==> src/rtl/uart_frame_scheduler_pkg.sv <==
// rtl/uart_frame_scheduler_pkg.sv - shared constants, types and helpers for the UART frame scheduler
package uart_frame_scheduler_pkg;

    localparam logic [7:0] SYNC_BYTE_DEF = 8'hA5;
    localparam int         PKT_BYTES     = 9;

    // Byte positions inside a packet; the receiving-side decoder uses the same values
    localparam logic [3:0] IDX_SYNC      = 4'd0;
    localparam logic [3:0] IDX_CHECKSUM  = 4'(PKT_BYTES - 1);

    typedef enum logic [1:0] {
        ST_IDLE = 2'd0,
        ST_LOAD = 2'd1,
        ST_SEND = 2'd2,
        ST_WAIT = 2'd3
    } state_t;

    // Frame snapshot taken in LOAD; the packet bytes are packed from this
    typedef struct packed {
        logic [9:0] xt;
        logic [9:0] yt;
        logic [1:0] dir;
        logic [9:0] xb;
        logic [9:0] yb;
        logic       hit;
        logic       obs;
        logic [2:0] dfe;
        logic [7:0] hp;
    } snap_t;

    // XOR of the seven payload bytes B1..B7
    function automatic logic [7:0] xor_bytes(input logic [6:0][7:0] b);
        logic [7:0] acc;
        acc = '0;
        for (int i = 0; i < 7; i++) begin
            acc = acc ^ b[i];
        end
        return acc;
    endfunction

endpackage

==> src/rtl/frame_tick_gen.sv <==
// rtl/frame_tick_gen.sv - vsync edge detector and frame divider producing a one-cycle tick
module frame_tick_gen #(
    parameter int FRAME_DIV = 1
) (
    input  logic i_clk,
    input  logic i_rst,
    input  logic i_vsync,
    output logic o_tick
);

    logic       r_vsync_q;
    logic       r_vsync_qq;
    logic [3:0] r_div_cnt;
    logic       w_edge;
    logic       w_div_last;

    assign w_edge     = r_vsync_q & ~r_vsync_qq;
    assign w_div_last = (r_div_cnt == 4'(FRAME_DIV - 1));
    assign o_tick     = w_edge & w_div_last;

    // Register vsync and keep the previous sample for rising-edge detection
    always_ff @(posedge i_clk or negedge i_rst) begin
        if (!i_rst) begin
            r_vsync_q  <= 1'b0;
            r_vsync_qq <= 1'b0;
        end else begin
            r_vsync_q  <= i_vsync;
            r_vsync_qq <= r_vsync_q;
        end
    end

    // Count edges; the FRAME_DIV-th edge fires the tick and restarts the count
    always_ff @(posedge i_clk or negedge i_rst) begin
        if (!i_rst) begin
            r_div_cnt <= 4'd0;
        end else if (w_edge) begin
            r_div_cnt <= w_div_last ? 4'd0 : r_div_cnt + 4'd1;
        end
    end

endmodule

==> src/rtl/uart_frame_scheduler.sv <==
// rtl/uart_frame_scheduler.sv - snapshots game state each frame and streams a 9-byte packet into uart_tx
module uart_frame_scheduler
    import uart_frame_scheduler_pkg::*;
#(
    parameter logic [7:0] SYNC_BYTE = SYNC_BYTE_DEF,
    parameter int         FRAME_DIV = 1
) (
    input  logic       i_clk,
    input  logic       i_rst,
    input  logic       i_vsync,
    input  logic [9:0] i_xpos_tank,
    input  logic [9:0] i_ypos_tank,
    input  logic [1:0] i_direction_tank,
    input  logic [9:0] i_xpos_bullet,
    input  logic [9:0] i_ypos_bullet,
    input  logic       i_tank_hit,
    input  logic       i_obstacle_hit,
    input  logic [2:0] i_direction_for_enemy,
    input  logic [7:0] i_hp_enemy,
    input  logic       i_tx_ready,
    input  logic       i_tx_done,
    output logic [7:0] o_tx_data,
    output logic       o_tx_start,
    output logic       o_pkt_active,
    output logic [7:0] o_overrun_cnt
);

    state_t          r_state;
    state_t          w_next;
    snap_t           r_snap;
    logic [3:0]      r_byte_idx;
    logic            r_seq;
    logic            r_pending;
    logic            r_hit_sticky;
    logic            r_obs_sticky;
    logic [7:0]      r_overrun;
    logic [7:0]      r_tx_data;

    logic            w_tick;
    logic [6:0][7:0] w_body;
    logic [7:0]      w_checksum;
    logic [7:0]      w_cur_byte;
    logic            w_tx_start;
    logic            w_byte_done;
    logic            w_pkt_done;

    frame_tick_gen #(
        .FRAME_DIV (FRAME_DIV)
    ) u_frame_tick_gen (
        .i_clk   (i_clk),
        .i_rst   (i_rst),
        .i_vsync (i_vsync),
        .o_tick  (w_tick)
    );

    assign w_byte_done = (r_state == ST_WAIT) && i_tx_done;
    assign w_pkt_done  = w_byte_done && (r_byte_idx == IDX_CHECKSUM);

    // FSM state register
    always_ff @(posedge i_clk or negedge i_rst) begin
        if (!i_rst) begin
            r_state <= ST_IDLE;
        end else begin
            r_state <= w_next;
        end
    end

    // FSM next-state: one byte per SEND/WAIT round trip, checksum byte closes the packet
    always_comb begin
        w_next = r_state;
        case (r_state)
            ST_IDLE: if (w_tick || r_pending) w_next = ST_LOAD;
            ST_LOAD: w_next = ST_SEND;
            ST_SEND: if (i_tx_ready) w_next = ST_WAIT;
            ST_WAIT: if (i_tx_done) w_next = (r_byte_idx == IDX_CHECKSUM) ? ST_IDLE : ST_SEND;
            default: w_next = ST_IDLE;
        endcase
    end

    // FSM outputs: start strobe only in SEND with the transmitter idle; data held between strobes
    always_comb begin
        w_tx_start   = (r_state == ST_SEND) && i_tx_ready;
        o_tx_start   = w_tx_start;
        o_pkt_active = (r_state != ST_IDLE);
        o_tx_data    = w_tx_start ? w_cur_byte : r_tx_data;
    end

    assign o_overrun_cnt = r_overrun;

    // Pack the snapshot into payload bytes B1..B7
    always_comb begin
        w_body[0] = r_snap.xt[9:2];
        w_body[1] = {r_snap.xt[1:0], r_snap.yt[9:4]};
        w_body[2] = {r_snap.yt[3:0], r_snap.dir, r_snap.xb[9:8]};
        w_body[3] = r_snap.xb[7:0];
        w_body[4] = r_snap.yb[9:2];
        w_body[5] = {r_snap.yb[1:0], r_snap.hit, r_snap.obs, r_snap.dfe, r_seq};
        w_body[6] = r_snap.hp;
    end

    assign w_checksum = xor_bytes(w_body);

    // Select the byte addressed by byte_idx: sync, payload, or checksum
    always_comb begin
        w_cur_byte = SYNC_BYTE;
        if (r_byte_idx == IDX_CHECKSUM) begin
            w_cur_byte = w_checksum;
        end else if (r_byte_idx != IDX_SYNC) begin
            w_cur_byte = w_body[r_byte_idx[2:0] - 3'd1];
        end
    end

    // Snapshot inputs in LOAD and advance the byte index / sequence bit as bytes complete
    always_ff @(posedge i_clk or negedge i_rst) begin
        if (!i_rst) begin
            r_snap     <= '0;
            r_byte_idx <= IDX_SYNC;
            r_seq      <= 1'b0;
        end else begin
            if (r_state == ST_LOAD) begin
                r_snap.xt  <= i_xpos_tank;
                r_snap.yt  <= i_ypos_tank;
                r_snap.dir <= i_direction_tank;
                r_snap.xb  <= i_xpos_bullet;
                r_snap.yb  <= i_ypos_bullet;
                r_snap.hit <= r_hit_sticky | i_tank_hit;
                r_snap.obs <= r_obs_sticky | i_obstacle_hit;
                r_snap.dfe <= i_direction_for_enemy;
                r_snap.hp  <= i_hp_enemy;
                r_byte_idx <= IDX_SYNC;
            end else if (w_byte_done && !w_pkt_done) begin
                r_byte_idx <= r_byte_idx + 4'd1;
            end
            if (w_pkt_done) begin
                r_seq <= ~r_seq;
            end
        end
    end

    // Sticky event bits: set by pulses, consumed by the LOAD that reports them
    always_ff @(posedge i_clk or negedge i_rst) begin
        if (!i_rst) begin
            r_hit_sticky <= 1'b0;
            r_obs_sticky <= 1'b0;
        end else if (r_state == ST_LOAD) begin
            r_hit_sticky <= 1'b0;
            r_obs_sticky <= 1'b0;
        end else begin
            if (i_tank_hit)     r_hit_sticky <= 1'b1;
            if (i_obstacle_hit) r_obs_sticky <= 1'b1;
        end
    end

    // One-deep pending tick while busy; further ticks count as saturating overruns
    always_ff @(posedge i_clk or negedge i_rst) begin
        if (!i_rst) begin
            r_pending <= 1'b0;
            r_overrun <= 8'd0;
        end else if (r_state == ST_IDLE) begin
            r_pending <= 1'b0;
        end else if (w_tick) begin
            if (!r_pending) begin
                r_pending <= 1'b1;
            end else if (r_overrun != 8'hFF) begin
                r_overrun <= r_overrun + 8'd1;
            end
        end
    end

    // Hold the last presented byte on tx_data between start strobes
    always_ff @(posedge i_clk or negedge i_rst) begin
        if (!i_rst) begin
            r_tx_data <= 8'd0;
        end else if (w_tx_start) begin
            r_tx_data <= w_cur_byte;
        end
    end

endmodule

==> config.mk <==
export PLATFORM = sky130hd
export DESIGN_NAME = uart_frame_scheduler
export DESIGN_NICKNAME = d
export VERILOG_FILES = /design/src/rtl/uart_frame_scheduler_pkg.sv /design/src/rtl/frame_tick_gen.sv /design/src/rtl/uart_frame_scheduler.sv
export SDC_FILE = /design/constraint.sdc
export NUM_CORES = 1
export LEC_CHECK = 0
export ABC_AREA = 1
export CAP_MARGIN = 30
export CORE_ASPECT_RATIO = 0.5
export CORE_MARGIN = 1.5
export CORE_UTILIZATION = 54
export CTS_CLUSTER_DIAMETER = 50
export DETAILED_ROUTE_END_ITERATION = 12
export PLACE_DENSITY = 0.8
export SYNTH_ARGS = -nofsm -noshare
export SYNTH_HDL_FRONTEND = slang
export SYNTH_SLANG_ARGS = --single-unit
==> constraint.sdc <==
create_clock -name i_clk -period 2.6 [get_ports i_clk]
set_clock_uncertainty 0.2 [all_clocks]
set_input_delay 0.52 -clock i_clk [delete_from_list [all_inputs] [get_ports i_clk]]
set_output_delay 0.52 -clock i_clk [all_outputs]
set_load 0.02 [all_outputs]
* Yosys cells after proc, flatten, opt, wreduce, memory -nomap -nowiden
Index checks and enable logic that the tools add are counted.
Cells by class: eq/ne operators 8, bitwise operators 13, add/sub/neg operators 4, $lt $le $gt $ge 1, muxes and demuxes 19, reductions and logical operators 16
Operator list (count):
- bitwise XOR 8 bit | 6
- 2-to-1 mux 8 bit | 4
- binary-select mux 8 bit (select 3 bit) | 1
- 2-to-1 mux 4 bit | 3
- nonzero test 2 bit | 5
- adder 4 x 1 -> 4 bit, second input constant | 2
- adder 8 x 1 -> 8 bit, second input constant | 1
- 2-to-1 mux 2 bit | 4
- != test 8 bit, second input constant | 1
- one-hot mux 2 bit (4 select lines) | 1
- 2-to-1 mux 1 bit | 6
- != test 2 bit, second input constant | 3
- equality test 2 bit, second input constant | 2
- equality test 4 bit, second input constant | 1
- logical AND 1 bit | 4
- logical NOT 4 bit | 1
- less-than comparator 3 x 4 -> 1 bit, second input constant | 1
- AND reduction 4 bit | 1
- nonzero test 4 bit | 1
- NOT 1 bit | 3
- AND reduction 3 bit | 1
- subtractor 3 x 1 -> 3 bit, second input constant | 1
- AND 1 bit | 2
- equality test 2 x 1 -> 1 bit, second input constant | 1
- other kinds (4) | 5
Storage, ports and cells: register bits 87, output and inout port bits 18, logic and storage cells 81, input bits 60

* Logic depth before layout (Yosys ltp)
Gate-level depths: netlist of run 1.
depth in word-level cells 8, mapped depth 13

* Hierarchy
Synthesis of run 1 repeated with hierarchy kept, for this count alone.
Unflattened totals: cell total of the unflattened synthesis 699, area total of the unflattened synthesis 4951.0 um^2
Modules (own cells, without submodules):
- uart_frame_scheduler | times used 1, sequential area each 2026.9 um^2, cells each 667, area an instance 4643.2 um^2
- frame_tick_gen | times used 1, sequential area each 150.1 um^2, cells each 32, area an instance 307.8 um^2

* Least setup slack after synthesis of run 1
OpenSTA, ideal clock, no wires.
kind reg-to-output, start point reg r_byte_idx[0], end point out o_tx_data[6], setup slack -0.157 ns, cell stages (with the launch flop) 11, data required time 1.880 ns, arrival 2.037 ns, cell sequence dfrtp_1 > inv_1 > buf_2 > ha_1 > inv_2 > buf_4 > o21ai_0 > a21oi_1 > nor2_1 > o21a_1 > a21oi_1
Between the ends: word-level cells in the longest chain between the ends 6, elaborated cells on any way between the ends 8, classes of those cells add/sub: 1; eq/ne: 1; mux: 5; reduce/logical: 1
Ends and longest elaborated chain:
- start: declaration | RTL line uart_frame_scheduler.sv:31 | logic [3:0] r_byte_idx;
- start signal: assignment | RTL line uart_frame_scheduler.sv:132 | r_byte_idx <= r_byte_idx + 4'd1;
- subtractor 3 x 1 -> 3 bit | RTL line uart_frame_scheduler.sv:109 | w_cur_byte = w_body[r_byte_idx[2:0] - 3'd1];
- binary-select mux 8 bit (select 3 bit) | RTL line uart_frame_scheduler.sv:109
- 2-to-1 mux 8 bit (implied by the code) | RTL line uart_frame_scheduler.sv:109
- 2-to-1 mux 8 bit | RTL line uart_frame_scheduler.sv:108 | end else if (r_byte_idx != IDX_SYNC) begin
- 2-to-1 mux 8 bit * | RTL line uart_frame_scheduler.sv:106 | if (r_byte_idx == IDX_CHECKSUM) begin
- 2-to-1 mux 8 bit *
- end: declaration | RTL line uart_frame_scheduler.sv:22 | output logic [7:0] o_tx_data,
Mark *: on every way between the ends. The rest lies on a longest branch, timed or not. The select of a mux whose other input is x is not followed.

* Worst setup path in the final report of run 1
Same ends and word-level chain as after synthesis.

==> results of run 1 <==
## state kept, by name, indices dropped and copies added, names as in the netlist
| name | flops |
|---|---|
| u_frame_tick_gen.r_vsync_q | 1 |
| r_pending | 1 |
| r_state | 2 |
| r_hit_sticky | 1 |
| r_snap | 55 |
| r_seq | 1 |
| u_frame_tick_gen.r_vsync_qq | 1 |
| r_byte_idx | 4 |
| r_obs_sticky | 1 |
| r_tx_data | 8 |
| u_frame_tick_gen.r_div_cnt | 4 |
| o_overrun_cnt | 8 |
## placed cells by master (no fill, tap or decap), drive strengths merged
cell,count
dlygate4sd2,1
o21a,2
nor3b,1
xor2,4
clkinv,1
dfrtp,87
a21oi,26
buf,45
or2,8
o211ai,8
o22ai,1
bufinv,2
o31ai,1
ha,5
o21ai,74
nand3,68
dlygate4sd3,1
clkbuf,12
nor3,5
xnor2,5
nand4,2
nor2,22
clkdlybuf4s50,67
nand2,261
inv,103
## final cells by class
cell class	instances	area (µm²)
clock buffer	12	267
clock inverter	3	65.1
fill	682	2250
inverter	103	397
multi-input combinational	493	2410
sequential	87	2180
tap	117	146
timing repair buffer	114	1090
## Yosys cell counts, types with 2 or more instances
| master | number | share of area (%) |
|---|---|---|
| o21ai_0 | 70 | 7.1 |
| buf_4 | 2 | 0.30 |
| o21ai_1 | 4 | 0.40 |
| buf_2 | 17 | 1.7 |
| ha_1 | 5 | 1.3 |
| nor2_2 | 3 | 0.38 |
| o21a_1 | 2 | 0.30 |
| nand4_1 | 2 | 0.25 |
| nor3_1 | 2 | 0.20 |
| inv_1 | 96 | 7.3 |
| nand2_1 | 259 | 20 |
| o211ai_1 | 8 | 1.2 |
| xor2_1 | 4 | 0.71 |
| dfrtp_1 | 87 | 44 |
| nor3_2 | 3 | 0.61 |
| nand2_2 | 2 | 0.25 |
| nor2_1 | 18 | 1.4 |
| or2_2 | 7 | 0.89 |
| a21oi_1 | 26 | 2.6 |
| nand3_1 | 67 | 6.8 |
| xnor2_1 | 5 | 0.89 |
| inv_2 | 7 | 0.53 |
| clkbuf_1 | 2 | 0.15 |
## logic make-up after synthesis
logic type                 count (synthesis)  synth area share [%]
and+or+nand+nor                          367                  31.2
buffers and inverters                    124                  10.0
AOI/OAI and AO/OA                        112                  11.9
DFF                                       87                  44.0
xor gates and xnor gates                   9                  1.59
adders and majority gates                  5                  1.27
## stage by stage
| stage | hold WS [ps] | total power, mW |
|---|---|---|
| finish | 178 | 8.83 |
| global route | 188 | 9.59 |
| CTS | 185 | 8.70 |
| detailed placement | 172 | 6.91 |
| global placement | 161 | 6.71 |
| floorplan | 24.4 | 5.41 |
## power by group
part / switching [mW] / internal (mW)
clock network: 0.507 / 0.913
registers: 0.456 / 1.96
logic: 2.93 / 2.06
total: 3.90 / 4.94
## what timing repair did
item | CTS | global route
hold endpoints to repair | 35 | 0
gates resized for setup | 77 | 9
buffers inserted | 5 | 1
pin swaps | 19 | 10
hold buffers | 1 | 0
setup endpoints to repair | 9 | 8
## path summary, 6_finish.rpt
check                           cells past startpoint                           to  slack (ps)
worst max register to register                     12                r_byte_idx[2]         670
worst min-delay path                                0  u_frame_tick_gen.r_vsync_qq         180
max in group asynchronous                           3                   r_snap[16]        1080
worst min register to register                      0  u_frame_tick_gen.r_vsync_qq         180
worst max-delay path                               12                 o_tx_data[6]        -170
min in group asynchronous                           2                   r_snap[53]         490
## layer usage
layer	vias up	part of all wire (%)	track usage [%]
li1	2426	-	-
met1	2249	45	33.2
met2	124	49	46.7
met3	13	5.1	6.23
met4	0	1.1	5.85
met5	-	0	0
==> reports/results.ini, run 1 <==
[power]
ir_worst_vdd_mv=0.605
power-per-cell-area_mw_per_mm2=1350
p_leak_nw=3.27

[layout]
nets=873
drive_gt1_share_pct=14.2
final_util_pct=74.5
syn2layout_area_growth_pct=32.5
final_cells=929
diodes=0
stdcell_area_mm2=0.00655

[placement]
post_dp_cell_area_mm2=0.00605
dp_hpwl_mm=8.64
finalWeightedCongestion=0.865
dp.cells=908
pre_cts_ws_ps=-457
portBuffers=77

[sta]
worst_slack_ps=-170
slew_headroom_pct=63.9
final-setup-viol-count=8
fmax_mhz=361
finalMaxSlewViolations=0
hold_violations=0
finalSetupTns_ps=-768
post-route-period-util_pct=107
worst_slew_pin_slew_ps=540
fin_crit_ps=2770
grt_setup_unrepaired=yes

[critical_path]
start_kind=flip-flop
cp_slowest_cell=dfrtp_1
crit_start=r_byte_idx[0]
required_ps=1880
worst-path-buf-inv=5
critPathMaxStageDelay_ps=390
path_common_cell=buf_6
endpoint_kind=output pin
critPathKind=flip-flop to output pin
critPathArrivalTime_ps=2050
path_delay_family=buffers and inverters
worstReg2RegStart=r_byte_idx[0]
cp_max_fo=4
crit_chain=inv_2 -> ha_4 -> inv_4 -> nor2_4 -> nor2_4 -> buf_6 -> buf_6 -> o21ai_2 -> nor2_1 -> o21a_1 -> a21oi_2 -> buf_6

[logic_synthesis]
avgSynthCellArea_um2=7.02
synthCells=704
synthesis.area_mm2=0.00494
ys_types=29
ys_async_sr_fraction_pct=100
ys_ff_latch=87
synth_warnings=0
synth_fp_nets=769
ys_seq_area_share_pct=44.0
synth-edff-count=0
synth-main-ff-cell=dfrtp_1

[grt]
grt_max_degree=71
grt_first_pass_wirelength_mm=20.8
grt_usage_pct=26.3
grt_pass1_vias=4606
grt_overflow=0
grt_antenna_before_repair=0

[cts]
cts.htree.levels=3
cts_max_path_buffers=2
cts_tree=yes
numCtsBuffers=9
root_buffer=clkbuf_16
clk-insertion-delay-late_ps=340
cts_sinks=87
clkTransAtPathRegs_ps=60

[status]
violations=setup timing
status=complete, but fails checks

[worst_hold_path]
hp-start=u_frame_tick_gen.r_vsync_q
hold_path.class=flip-flop to flip-flop

[drt]
ant_nets=0
drt_iter0_markers=295
drc=0
first_pass_iters=7
avgViaCountPerCell=5.18
drt-total-wl_mm=12.1
detail_route.wl_per_cell_um=13.1
vias=4812

[floorplanning]
fp.dieArea_mm2=0.00978
die_width_um=138
std_cell_rows=24
start_util_pct=56.2
core_area_mm2=0.00880
ios=78
die_height_um=70.7

[flow_run]
drv_cap=0

Power figures use the tool's default switching activity.
==> run 2: changes to the inputs <==
CORE_ASPECT_RATIO = not set   (was 0.5)
==> run 2 against run 1 <==
  * The flow finishes with violations (DRC, setup timing)
  * Via count increased by 3.3%
  * Critical path depth decreased by 1
  * First-iteration DRC count down 17%
  * Worst setup slack lost 13 ps
  * Non-clock buffer count is 15 higher
  * Largest cell class unchanged
  * Hold slack gained 1.7 ps
  * Flip-flop and latch count stayed put
==> reports/results.ini, run 2 (synthesis gave the netlist of run 1 again) <==
[status]
status=complete, but fails checks
violations=DRC, setup timing

[grt]
grt_pass1_vias=4816  ; +4.6%
grt_usage_pct=26.4  ; +0.097 points
grt_overflow=0  ; unchanged
grt_antenna_before_repair=0  ; unchanged
grt_first_pass_wirelength_mm=20.8  ; -0.17%
grt_max_degree=47  ; -34%

[drt]
vias=4969  ; +3.3%
avgViaCountPerCell=5.31  ; +2.5%
ant_nets=0  ; unchanged
first_pass_iters=9  ; +2
drt_iter0_markers=245  ; -17%
drt-total-wl_mm=12.5  ; +2.7%
drc=3  ; +3
detail_route.wl_per_cell_um=13.3  ; +2.0%

[critical_path]
worstReg2RegStart=r_byte_idx[0]
critPathArrivalTime_ps=2060  ; about the same
required_ps=1880  ; about the same
rrSetupSlack_ps=420  ; -250 ps
worstSetupEndpoint=o_tx_data[1]
start_kind=flip-flop
cp_max_fo=5  ; +1
crit_start=r_byte_idx[1]
critPathKind=flip-flop to output pin
crit-reg2reg-capture=r_tx_data[5]
worst-r2r-cell-count=15  ; +3
endpoint_kind=output pin

[worst_hold_path]
hold_path.class=flip-flop to flip-flop
holdPathStages=0  ; unchanged
hp-start=u_frame_tick_gen.r_vsync_q

[cts]
numCtsBuffers=9  ; unchanged
cts_sinks=87  ; unchanged
cts.htree.levels=3  ; unchanged
cts_max_path_buffers=2  ; unchanged
root_buffer=clkbuf_8
clk-insertion-delay-late_ps=360  ; +20 ps
clkTransAtPathRegs_ps=90  ; +30 ps
cts_tree=yes

[sta]
fmax_mhz=359  ; -0.48%
finalMaxSlewViolations=0  ; unchanged
worst_slack_ps=-183  ; -13.4 ps
post-route-period-util_pct=107  ; +0.52 points
worst_slew_pin_slew_ps=413  ; -126 ps
hold_violations=0  ; unchanged
grt_setup_unrepaired=yes
slew_headroom_pct=72.4  ; +8.5 points
final-setup-viol-count=8  ; unchanged
fin_crit_ps=2780  ; +13.4 ps

[layout]
final_common_cell=nand2_1
largest_register=r_snap
diodes=0  ; unchanged
drive_gt1_share_pct=17.0  ; +2.9 points
syn2layout_area_growth_pct=33.0
nets=888  ; +1.7%
largest_reg_flops=55  ; unchanged
final_util_pct=74.7  ; +0.21 points
layout_common_cells=259 x nand2_1, 89 x inv_1, 87 x dfrtp_1

[power]
p_leak_nw=3.29  ; +0.52%
total_power_mw=8.68  ; -1.7%
power-per-cell-area_mw_per_mm2=1320  ; -2.0%
p_clk_share_pct=10.1  ; -6.0 points
ir_worst_vdd_mv=0.625  ; +3.4%
p_int_mw=4.67  ; -5.4%
p_seq_share_pct=27.6  ; +0.2 points
switching_share_pct=46.2  ; +2.1 points
pwr-share-comb_pct=62.3  ; +5.8 points
power_switching_mw=4.01  ; +3.0%

[floorplanning]
die_width_um=98.7  ; -29%
ios=78  ; unchanged
core_area_mm2=0.00881  ; about the same
std_cell_rows=34  ; +42%
start_util_pct=56.2  ; about the same
fp.dieArea_mm2=0.00974  ; -0.36%
die_height_um=98.7  ; +40%

[flow_run]
drv_cap=0  ; unchanged

[placement]
finalWeightedCongestion=0.845  ; -2.3%
portBuffers=77  ; unchanged
dp_hpwl_mm=8.66  ; +0.22%

[run 2: worst max-delay path, cell delays in order (launching register included)]
cell     delay (ps)
dfrtp_1         380
inv_2            60
ha_4            180
inv_4            60
nor2_4           40
nor2_4          230
inv_2            70
buf_4           160
a21oi_1         120
nor2_1           70
a21oi_2         170
buf_4           170
[run 2: through the flow]
step	cell area (µm²)	cells	hold slack [ps]	setup WS (ps)	setup TNS (ps)
floorplan	4970	704	24.4	-39.2	-39.2
global placement	6040	901	162	-475	-3490
detailed placement	6040	901	164	-455	-3510
CTS	6470	932	182	-128	-823
global route	6580	936	196	-269	-2000
finish	6580	936	180	-183	-1290
[run 2: metal layers]
layer,vias up,global-route usage [%],part of all wire (%)
met3,34,3.12,4.4
met5,-,0,0
li1,2454,-,-
met2,150,46.4,50
met4,0,11.8,2.8
met1,2331,32.8,43
[run 2: cell type report]
type,instances,area [µm²]
clock inverter,3,17.5
fill,653,2230
clock buffer,13,159
inverter,103,397
sequential,87,2180
timing repair buffer,129,1220
multi-input combinational,493,2470
tap,108,135
[run 2: what timing repair did]
item | CTS | global route
gates resized for setup | 89 | 19
setup buffers | 15 | 5
pin swaps | 22 | 14
hold endpoints to repair | 16 | 0
setup endpoints to repair | 9 | 8
hold buffers | 1 | 0
[run 2: power by group through the flow]
stage | clock network [mW] | logic [mW] | registers, mW
after floorplan | 0 | 3.06 | 2.35
after global placement | 0 | 4.36 | 2.36
after detailed placement | 0 | 4.51 | 2.40
after CTS | 0.888 | 5.07 | 2.38
after global routing | 0.951 | 6.01 | 2.47
final | 0.880 | 5.41 | 2.39
[run 2: worst min-delay path by stage]
stage	endpoint
after floorplan	o_overrun_cnt[0]
after global placement	u_frame_tick_gen.r_vsync_qq
after detailed placement	u_frame_tick_gen.r_vsync_qq
after CTS	u_frame_tick_gen.r_vsync_qq
after global routing	u_frame_tick_gen.r_vsync_qq
final	u_frame_tick_gen.r_vsync_qq
